**src/rtl/acorn128_decrypt_core.sv**
```systemverilog
// Bit-serial ACORN-128 decryption: recovers plaintext bit by bit, runs the padding phase, then hands the state to tag generation.
// Optional ACORN_DEC_BITCNT_EN adds a saturating 64-bit count of accepted ciphertext bits.
module acorn128_decrypt_core #(
  parameter int PAD_STEPS    = 256,
  parameter int PAD_CA_STEPS = 192
) (
  input  logic         clk,
  input  logic         rst,
  input  logic         start,
  input  logic         empty_msg,
  input  logic [292:0] state_in,
  input  logic         s_valid,
  output logic         s_ready,
  input  logic         s_cbit,
  input  logic         s_last,
  output logic         m_valid,
  input  logic         m_ready,
  output logic         m_pbit,
  output logic         done,
  input  logic         ack,
`ifdef ACORN_DEC_BITCNT_EN
  output logic [63:0]  bit_count,
`endif
  output logic [292:0] state_out
);

  localparam int CW = $clog2(PAD_STEPS + 1);

  typedef enum logic [1:0] {IDLE, DATA, PAD, DONE} state_e;

  state_e         st_q, st_d;
  logic [292:0]   s_q, s_d;
  logic [CW-1:0]  pad_q, pad_d;
  logic           last_q, last_d;
  logic           mv_q, mv_d;
  logic           mp_q, mp_d;

  logic [292:0]   t;
  logic [292:0]   s_next;
  logic           ks, f, ca, m, accept;

  function automatic logic maj(input logic a, input logic b, input logic c);
    return (a & b) ^ (a & c) ^ (b & c);
  endfunction

  function automatic logic ch(input logic a, input logic b, input logic c);
    return (a & b) ^ (~a & c);
  endfunction

  // Linear LFSR mixing; keystream and feedback are taken from the mixed state.
  always_comb begin
    t      = s_q;
    t[289] = s_q[289] ^ s_q[235] ^ s_q[230];
    t[230] = s_q[230] ^ s_q[196] ^ s_q[193];
    t[193] = s_q[193] ^ s_q[160] ^ s_q[154];
    t[154] = s_q[154] ^ s_q[111] ^ s_q[107];
    t[107] = s_q[107] ^ s_q[66]  ^ s_q[61];
    t[61]  = s_q[61]  ^ s_q[23]  ^ s_q[0];
  end

  assign ks     = t[12] ^ t[154] ^ maj(t[235], t[61], t[193]) ^ ch(t[230], t[111], t[66]);
  assign f      = t[0] ^ ~t[107] ^ maj(t[244], t[23], t[160]) ^ (ca & t[196]);
  assign s_next = {f ^ m, t[292:1]};

  assign s_ready = (st_q == DATA) && !last_q && (!mv_q || m_ready);
  assign accept  = s_valid && s_ready;

  // Step inputs kept apart from the FSM so s_next never loops through it.
  always_comb begin
    ca = 1'b0;
    m  = 1'b0;
    case (st_q)
      DATA: begin
        ca = 1'b1;
        m  = s_cbit ^ ks;
      end
      PAD: begin
        ca = (pad_q < CW'(PAD_CA_STEPS));
        m  = (pad_q == '0);
      end
      default: ;
    endcase
  end

  always_comb begin
    st_d   = st_q;
    s_d    = s_q;
    pad_d  = pad_q;
    last_d = last_q;
    mv_d   = mv_q;
    mp_d   = mp_q;
    if (mv_q && m_ready) mv_d = 1'b0;
    case (st_q)
      IDLE: if (start) begin
        s_d    = state_in;
        pad_d  = '0;
        last_d = 1'b0;
        st_d   = empty_msg ? PAD : DATA;
      end
      DATA: begin
        if (accept) begin
          s_d  = s_next;
          mv_d = 1'b1;
          mp_d = m;
          if (s_last) last_d = 1'b1;
        end else if (last_q && (!mv_q || m_ready)) begin
          // final plaintext bit has drained; padding may start
          st_d = PAD;
        end
      end
      PAD: begin
        s_d   = s_next;
        pad_d = pad_q + 1'b1;
        if (pad_q == CW'(PAD_STEPS - 1)) st_d = DONE;
      end
      DONE: if (ack) st_d = IDLE;
      default: st_d = IDLE;
    endcase
  end

  always_ff @(posedge clk or posedge rst) begin
    if (rst) begin
      st_q   <= IDLE;
      s_q    <= '0;
      pad_q  <= '0;
      last_q <= 1'b0;
      mv_q   <= 1'b0;
      mp_q   <= 1'b0;
    end else begin
      st_q   <= st_d;
      s_q    <= s_d;
      pad_q  <= pad_d;
      last_q <= last_d;
      mv_q   <= mv_d;
      mp_q   <= mp_d;
    end
  end

  assign m_valid   = mv_q;
  assign m_pbit    = mp_q;
  assign done      = (st_q == DONE);
  assign state_out = done ? s_q : '0;

`ifdef ACORN_DEC_BITCNT_EN
  logic [63:0] cnt_q;

  always_ff @(posedge clk or posedge rst) begin
    if (rst)                         cnt_q <= '0;
    else if (st_q == IDLE && start)  cnt_q <= '0;
    else if (accept && cnt_q != '1)  cnt_q <= cnt_q + 64'd1;
  end

  assign bit_count = cnt_q;
`endif

endmodule

```
**config.mk**
```make
export PLATFORM = sky130hd
export DESIGN_NAME = acorn128_decrypt_core
export DESIGN_NICKNAME = d
export VERILOG_FILES = /design/src/rtl/acorn128_decrypt_core.sv
export SDC_FILE = /design/constraint.sdc
export NUM_CORES = 1
export LEC_CHECK = 0
export BUFFER_PORTS_ARGS = -buffer_cell sky130_fd_sc_hd__buf_4
export CORE_AREA = 2 2 236 238
export DETAILED_ROUTE_END_ITERATION = 10
export DIE_AREA = 0 0 238 240
export GPL_TIMING_DRIVEN = 0
export PLACE_DENSITY = 0.6
export SYNTH_ARGS = -nofsm -noshare
export SYNTH_HDL_FRONTEND = slang
export SYNTH_SLANG_ARGS = --single-unit
```
**constraint.sdc**
```tcl
create_clock -name clk -period 16.95 [get_ports clk]
set_input_delay 1.695 -clock clk [delete_from_list [all_inputs] [get_ports clk]]
set_output_delay 1.695 -clock clk [all_outputs]
set_load 0.02 [all_outputs]
```
==> impl_metrics.ini, run 1 <==
[run_status]
status = finished clean

[floorplan]
ioPinCount = 599
placement_rows = 86
die_h_um = 240
die_w_um = 238
core_um2 = 54700
die-area_um2 = 57100
initial_utilization_pct = 29.8

[cells_and_area]
syn_to_final_growth_pct = 41.2
most-common-layout-cells = buf_4 (598), dfrtp_1 (307), nor2_1 (300)
mostFrequentLayoutCell = buf_4
drive_gt1_share_pct = 30.5
nets = 2660

[critical_path]
crit_top_cell = clkbuf_1
endpoint_kind = output pin
required_ns = 15.25
crit_fanout = 10
start_kind = flip-flop
crit_family = buffers and inverters
slowest_stage = clkbuf_1
critPathKind = flip-flop to output pin
worst-path-buf-inv = 4
path_cells = ha_1 -> clkbuf_1 -> clkbuf_1 -> clkbuf_1 -> and2_1 -> buf_4
max_stage_delay_ns = 0.69
arrival_ns = 3.01

[yosys]
ys_seq_area_share_pct = 47.1
syn_area_per_cell_um2 = 9.54
synth_seq_cells = 307
synth-main-ff-cell = dfrtp_1
syn_nets = 2019
async_flop_share_pct = 100
yosys.cell_types.count = 32
synth_area_um2 = 16300
synth_edf_count = 0
ys_warn_count = 0
synthesis.instances = 1710

[cts]
cts_hold_buf = 0
cts_resized = 0
cts-root-buf = clkbuf_16
tritoncts = done
clock_sinks = 307
cts_setup_buffers = 0
clock_path_buffers = 3
htreeDepth = 2
clkLatencyLatePin_ns = 0.55
numCtsBuffers = 39
clk_pin_slew_ns = 0.06

[sta]
layout_setup_ws_ns = 12.24
fin_crit_ns = 4.71
min_period_over_period_pct = 27.8
setup_viol = 0
finalHoldViolCount = 0
tns_ns = 0
fmax_mhz = 212
slew_headroom_pct = 40.9
worstMarginPinSlew_ns = 0.886
grt_setup_unrepaired = no
finClkSkew_ns = 0.0222
drv_slew = 0

[flow_run]
drv_cap = 0

[detailed_routing]
viasPerCell = 4.82
ant_nets = 0
wl_per_cell_um = 19.6
dr.pass1.iters = 5
drc = 0
vias = 14900
routed_wl_um = 60500
drt-initial-drc-count = 700

[place]
place_hpwl_um = 46300
portBuffers = 598
pre_cts_ws_ns = 12.49
gpl.final_weighted_congestion = 0.918

[power_and_ir_drop]
irDropWorstVdd_mv = 0.112
p_leak_nw = 11.2
powerDensity_nw_per_um2 = 252

[grt]
antenna_found_initial = 1
grt_first_pass_wirelength_um = 89500
grtUsageTotal_pct = 20.4
grt_pass1_vias = 15200
grt_max_degree = 116
gr-total-overflow = 0

[hold_path]
hold_class = flip-flop to flip-flop
-- tightest hold or removal path, cell delays in order (launching register included) --
cell	delay (ns)
dfrtp_1	0.36
nand2_1	0.05
o31ai_1	0.06
-- where the power goes --
group	internal [mW]	switching, mW	leakage [nW]
registers	1.12	0.295	3.39
clock network	0.495	0.336	0.620
logic	1.50	2.04	7.22
-- per-stage QoR --
| step | total power, mW | hold slack [ns] | instance area, um^2 | instances | utilization (%) |
|---|---|---|---|---|---|
| 2_1_floorplan | 3.76 | 0.494 | 16300 | 1710 | - |
| 3_3_place_gp | 4.94 | 0.475 | 21700 | 3012 | 39.7 |
| 3_5_place_dp | 5.01 | 0.482 | 21700 | 3014 | 39.8 |
| 4_1_cts | 5.87 | 0.505 | 23000 | 3083 | 42.1 |
| 5_1_grt | 6.22 | 0.543 | 23000 | 3084 | 42.1 |
| 6_report | 5.80 | 0.508 | 23000 | 3085 | 42.1 |
-- cells by family after synthesis --
family                     after synthesis  share of synthesized area, %
AOI/OAI and AO/OA                      312                          9.74
buffers and inverters                  142                          3.72
and+or+nand+nor                        627                          19.2
DFF                                    307                          47.1
adders and majority gates                9                         0.660
xor gates and xnor gates                19                          1.53
muxes                                  294                          18.1
-- final timing paths --
kind,depth (start not counted),from,slack (ns),end
max in group asynchronous,4,rst,14.23,s_q[68]
min reg2reg,2,m_pbit,0.51,m_pbit
min,2,m_pbit,0.51,m_pbit
max reg2reg,8,st_q[1],13.79,s_q[156]
max,6,st_q[1],12.24,state_out[291]
min in group asynchronous,2,rst,1.26,s_q[285]
-- cell type report --
type | instances | area (um^2)
sequential | 307 | 7680
clock inverter | 14 | 146
fill | 5426 | 31600
timing repair buffer | 600 | 4540
clock buffer | 55 | 1130
antenna | 2 | 5.00
buffer | 131 | 566
multi-input combinational | 1261 | 8020
inverter | 11 | 48.8
tap | 704 | 881
-- layer usage --
| metal | GRT usage, % | share of wire (%) |
|---|---|---|
| met4 | 9.03 | 4.4 |
| met1 | 24.1 | 40 |
| met5 | 0 | 0 |
| met3 | 5.59 | 7.1 |
| met2 | 34.6 | 48 |
-- synth_stat cells (all sizes together), types with 2 or more instances --
library cell / instances / area share (%)
dfrtp: 307 / 47
xor2: 2 / 0.11
nor2b: 2 / 0.077
maj3: 2 / 0.12
o21ai: 9 / 0.28
inv: 11 / 0.25
ha: 7 / 0.54
nand2b: 2 / 0.077
and3: 2 / 0.077
nand3: 6 / 0.18
nor4: 2 / 0.077
o221ai: 2 / 0.11
clkbuf: 72 / 1.7
nor2: 300 / 6.9
and2: 292 / 11
mux2: 3 / 0.21
a21oi: 296 / 9.1
mux2i: 291 / 18
buf: 59 / 1.8
xnor2: 11 / 0.59
xnor3: 6 / 0.83
nand2: 17 / 0.39
-- registers in the layout, summed over array words and instances, names as in the netlist --
| name | flops |
|---|---|
| m_pbit | 1 |
| pad_q | 9 |
| s_q | 293 |
| last_q | 1 |
| st_q | 2 |
| m_valid | 1 |
Power figures use the tool's default switching activity.
==> inputs of run 2 (changes only) <==
- PLACE_DENSITY: 0.6 -> 0.62
- clock period: 16.95 -> 4 ns (I/O delays scaled with it)
==> run 2 against run 1 <==
Sequential share of layout area about the same; wire length is 1.1% lower; total power grew to 4.2 times the previous value; cell count increased by 0.13%; core utilization increased by 0.062 points; register-to-register slack worse by 13 ns; critical path depth unchanged.
==> impl_metrics.ini, run 2 (same netlist as run 1, synthesis figures left out) <==
[flow_run]
drv_cap = 0

[grt]
grtUsageTotal_pct = 20.2
grt_first_pass_wirelength_um = 89500
gr-total-overflow = 0
grt_max_degree = 44
grt_pass1_vias = 15200
antenna_found_initial = 2

[sta]
worstMarginPinSlew_ns = 1.01
tns_ns = 0
finalHoldViolCount = 0
hold_slack_ns = 0.112
grt_setup_unrepaired = no
fmax_mhz = 291
slew_headroom_pct = 32.4
fin_crit_ns = 3.44
setup_viol = 0
drv_slew = 0
min_period_over_period_pct = 85.9
finClkSkew_ns = 0.0172

[critical_path]
r2r_end = s_q[196]
critPathKind = flip-flop to output pin
endpoint = state_out[234]
required_ns = 3.60
endpoint_kind = output pin
reg2regPathDepth = 8
r2r_slack_ns = 0.87
r2r_start = st_q[1]
arrival_ns = 3.04
start_kind = flip-flop
crit_fanout = 10
critical_path.startpoint = st_q[1]

[detailed_routing]
ant_nets = 0
viasPerCell = 4.77
wl_per_cell_um = 19.4
drc = 0
drt-initial-drc-count = 724
vias = 14700
routed_wl_um = 59900
dr.pass1.iters = 5

[cts]
cts_resized = 0
clock_sinks = 307
clk_pin_slew_ns = 0.06
clkLatencyLatePin_ns = 0.54
cts-root-buf = clkbuf_16
numCtsBuffers = 38
htreeDepth = 2
clock_path_buffers = 3
tritoncts = done

[cells_and_area]
drive_gt1_share_pct = 30.5
mostFrequentLayoutCell = buf_4
top_regs = s_q: 293 flops, pad_q: 9 flops, st_q: 2 flops
regArea_um2 = 7680
most-common-layout-cells = buf_4 (598), dfrtp_1 (307), nor2_1 (300)
syn_to_final_growth_pct = 41.4
multiInputGateArea_um2 = 8020
largest_reg_flops = 293
final_util_pct = 42.2
fillers = 5403
top_register = s_q
nets = 2667

[floorplan]
die_h_um = 240
placement_rows = 86
die_w_um = 238
core_um2 = 54700
initial_utilization_pct = 29.8
die-area_um2 = 57100
ioPinCount = 599

[place]
place_hpwl_um = 46500
portBuffers = 598
gpl.final_weighted_congestion = 0.882

[hold_path]
hold_class = input pin to flip-flop

[run_status]
status = finished clean

[power_and_ir_drop]
powerDensity_nw_per_um2 = 1060
finalPower_mw = 24.4
irDropWorstVdd_mv = 0.509
p_leak_nw = 11.2
run 2: repair_timing:
item	4_1_cts	5_1_grt
endpoints found under the hold margin	18	0
hold buffers	1	0
setup endpoints to repair	0	0
buffers inserted	0	0
run 2: final cells by class:
class | instances | share of cell area [%]
multi-input combinational | 1261 | 34.8
clock inverter | 8 | 0.233
buffer | 131 | 2.45
clock buffer | 58 | 4.85
tap | 704 | 3.82
inverter | 11 | 0.195
timing repair buffer | 608 | 20.3
sequential | 307 | 33.3
antenna | 1 | 0.0109
run 2: per-layer routing:
metal  share of wire [%]  track usage (%)  routed length (um)
met3                 7.1             5.01                4230
met4                 2.9             6.65                1750
met2                  49             34.8               29600
met1                  41             24.8               24300
met5                   0                0                   0
run 2: per-stage QoR:
step / std cells / area (um^2) / setup WS, ns
final: 3089 / 23100 / 0.565
after global routing: 3088 / 23000 / 0.300
after CTS: 3088 / 23000 / 0.429
after detailed placement: 3021 / 21900 / 0.654
after global placement: 3012 / 21700 / -2.55
after floorplan: 1710 / 16300 / -0.485
run 2: report_power, final:
part / switching [mW] / internal (mW)
sequential: 1.27 / 4.76
combinational: 8.66 / 6.38
clock: 1.37 / 1.93
run 2: worst min-delay path by stage:
stage                              from       end  slack [ns]  cells after the start
after floorplan                s_q[192]  s_q[192]        0.49                      1
after global placement          s_q[55]   s_q[55]        0.52                      2
after detailed placement            rst  s_q[260]        0.47                      2
after CTS                 state_in[292]  s_q[292]        0.09                      3
after global routing      state_in[292]  s_q[292]        0.11                      3
final                     state_in[292]  s_q[292]        0.11                      3
run 2: critical path: stages (launching register included):
cell	delay, ns
dfrtp_1	0.40
ha_1	0.20
clkbuf_1	0.35
clkbuf_1	0.71
clkbuf_1	0.43
and2_1	0.24
buf_4	0.16
==> inputs of run 3 (changes only) <==
- ABC_AREA: not set -> 1
- CORE_AREA: 2 2 236 238 -> 2 2 230 232
- DIE_AREA: 0 0 238 240 -> 0 0 232 234
- PLACE_DENSITY: 0.62 -> 0.67
==> run 3 against run 2 <==
Sequential power is 3% lower; cell count rose by 22%; setup slack worse by 0.29 ns; area after synthesis is 7.2% higher; critical path type unchanged; critical endpoint is now state_out[114]; highest routed layer is now met5.
==> impl_metrics.ini, run 3 <==
[detailed_routing]
drt-initial-drc-count = 993
ant_nets = 0
routed_wl_um = 64900
vias = 17900
wl_per_cell_um = 17.3
viasPerCell = 4.75
drc = 0
dr.pass1.iters = 5

[sta]
fin_crit_ns = 3.73
grt_setup_unrepaired = no
hold_slack_ns = 0.0881
worstMarginPinSlew_ns = 0.857
finClkSkew_ns = 0.0172
finalHoldViolCount = 0
tns_ns = 0
slew_headroom_pct = 42.9
drv_slew = 0
fmax_mhz = 268
min_period_over_period_pct = 93.2
setup_viol = 0

[power_and_ir_drop]
p_leak_nw = 14.1
powerDensity_nw_per_um2 = 941
irDropWorstVdd_mv = 0.414
finalPower_mw = 22.8

[cts]
clk_pin_slew_ns = 0.06
cts_setup_buffers = 0
clock_sinks = 307
clock_path_buffers = 3
tritoncts = done
cts-root-buf = clkbuf_16
htreeDepth = 2
clkLatencyLatePin_ns = 0.55
numCtsBuffers = 39

[yosys]
synth_area_um2 = 17500
synth_seq_cells = 307
yosys.cell_types.count = 28
yosys.cell_count.top_type = nand2_1
synth_edf_count = 0
syn_area_per_cell_um2 = 7.28
ys_warn_count = 0
synth_top_cell_area_share_pct = 44.0
yosys.area.top_type = dfrtp_1
ys_top_cells_by_count = nand2_1 (649), inv_1 (607), dfrtp_1 (307), o21ai_0 (301), o211ai_1 (286)
ys_seq_area_share_pct = 44.0
netlist_top_cells_area = dfrtp_1 (44%), nand2_1 (14%), inv_1 (13%)
synth-main-ff-cell = dfrtp_1
async_flop_share_pct = 100
syn_nets = 2708
synthesis.instances = 2399

[hold_path]
hold_class = input pin to flip-flop

[cells_and_area]
fillers = 5289
diodes = 0
top_register = s_q
top_regs = s_q: 293 flops, pad_q: 9 flops, st_q: 2 flops
nets = 3357
largest_reg_flops = 293
mostFrequentLayoutCell = nand2_1
drive_gt1_share_pct = 23.6
syn_to_final_growth_pct = 38.7
most-common-layout-cells = nand2_1 (649), inv_1 (606), buf_4 (601)
final_util_pct = 46.6

[grt]
grtUsageTotal_pct = 23.1
gr-total-overflow = 0
antenna_found_initial = 2
grt_pass1_vias = 17300
grt_first_pass_wirelength_um = 97200
grt_max_degree = 41

[floorplan]
core_um2 = 52000
initial_utilization_pct = 33.6
die_h_um = 234
placement_rows = 84
die-area_um2 = 54300
ioPinCount = 599
die_w_um = 232

[place]
gpl.final_weighted_congestion = 0.909
portBuffers = 598
place_hpwl_um = 50700

[critical_path]
crit_fanout = 10
arrival_ns = 3.33
required_ns = 3.60
endpoint_kind = output pin
critPathKind = flip-flop to output pin
start_kind = flip-flop

[run_status]
status = finished clean

[flow_run]
drv_cap = 0
run 3: report_power, final:
| group | switching (mW) | internal [mW] |
|---|---|---|
| clock network | 1.40 | 2.03 |
| logic | 8.69 | 4.86 |
| registers | 0.976 | 4.87 |
| total | 11.1 | 11.8 |
run 3: area by class of cell:
type / instances / area (um^2) / share of cell area, %
Sequential cell: 307 / 7680 / 31.7
Multi-Input combinational cell: 1322 / 6620 / 27.3
Timing Repair Buffer: 608 / 4680 / 19.3
Inverter: 608 / 2290 / 9.44
Clock buffer: 56 / 1130 / 4.67
Buffer: 162 / 886 / 3.65
Tap cell: 688 / 861 / 3.55
Clock inverter: 11 / 87.6 / 0.361
run 3: routing by layer:
metal  share of wire, %  vias up  GRT usage [%]  routed length [um]
met3                7.3      130           5.08                4760
met2                 48      606           39.1               31000
met4                3.6        4           8.43                2310
met5              0.042        -              0                  27
li1                   -     8742              -                   -
met1                 41     8400           28.9               26800
run 3: cells by family after synthesis:
family	after synthesis	share of synthesized area [%]
xor+xnor	8	0.401
buf+inv	770	18.1
simple gates	708	15.6
compound gates	599	21.4
fa+ha+maj	7	0.501
flops	307	44.0
run 3: final timing paths:
path                               startpoint        endpoint  slack, ns  cells after the start
worst max register to register        st_q[0]        s_q[229]       1.18                      8
worst max-delay path                  st_q[0]  state_out[114]       0.27                      7
min in group asynchronous                 rst        s_q[126]       0.39                      3
max in group asynchronous                 rst        s_q[272]       2.32                      7
worst min register to register         m_pbit          m_pbit       0.50                      2
worst min-delay path            state_in[246]        s_q[246]       0.09                      3
run 3: stage by stage:
stage                     instance area [um^2]  worst slack [ns]  instances
final                                    24200             0.271       3762
after global routing                     24200           0.00394       3762
after CTS                                24200             0.130       3762
after detailed placement                 23000             0.533       3694
after global placement                   22800             -2.70       3685
after floorplan                          17500            -0.485       2399
run 3: what timing repair did:
action,4_1_cts,5_1_grt
endpoints found under the setup margin,1,0
hold endpoints to repair,11,0
resized for setup,1,0
hold buffers,1,0
run 3: worst max-delay path, stage by stage (launching register included):
cell      delay (ns)
dfrtp_1         0.38
ha_1            0.24
clkbuf_1        0.57
clkbuf_1        0.66
clkbuf_1        0.49
nand2_1         0.18
inv_1           0.12
buf_4           0.15
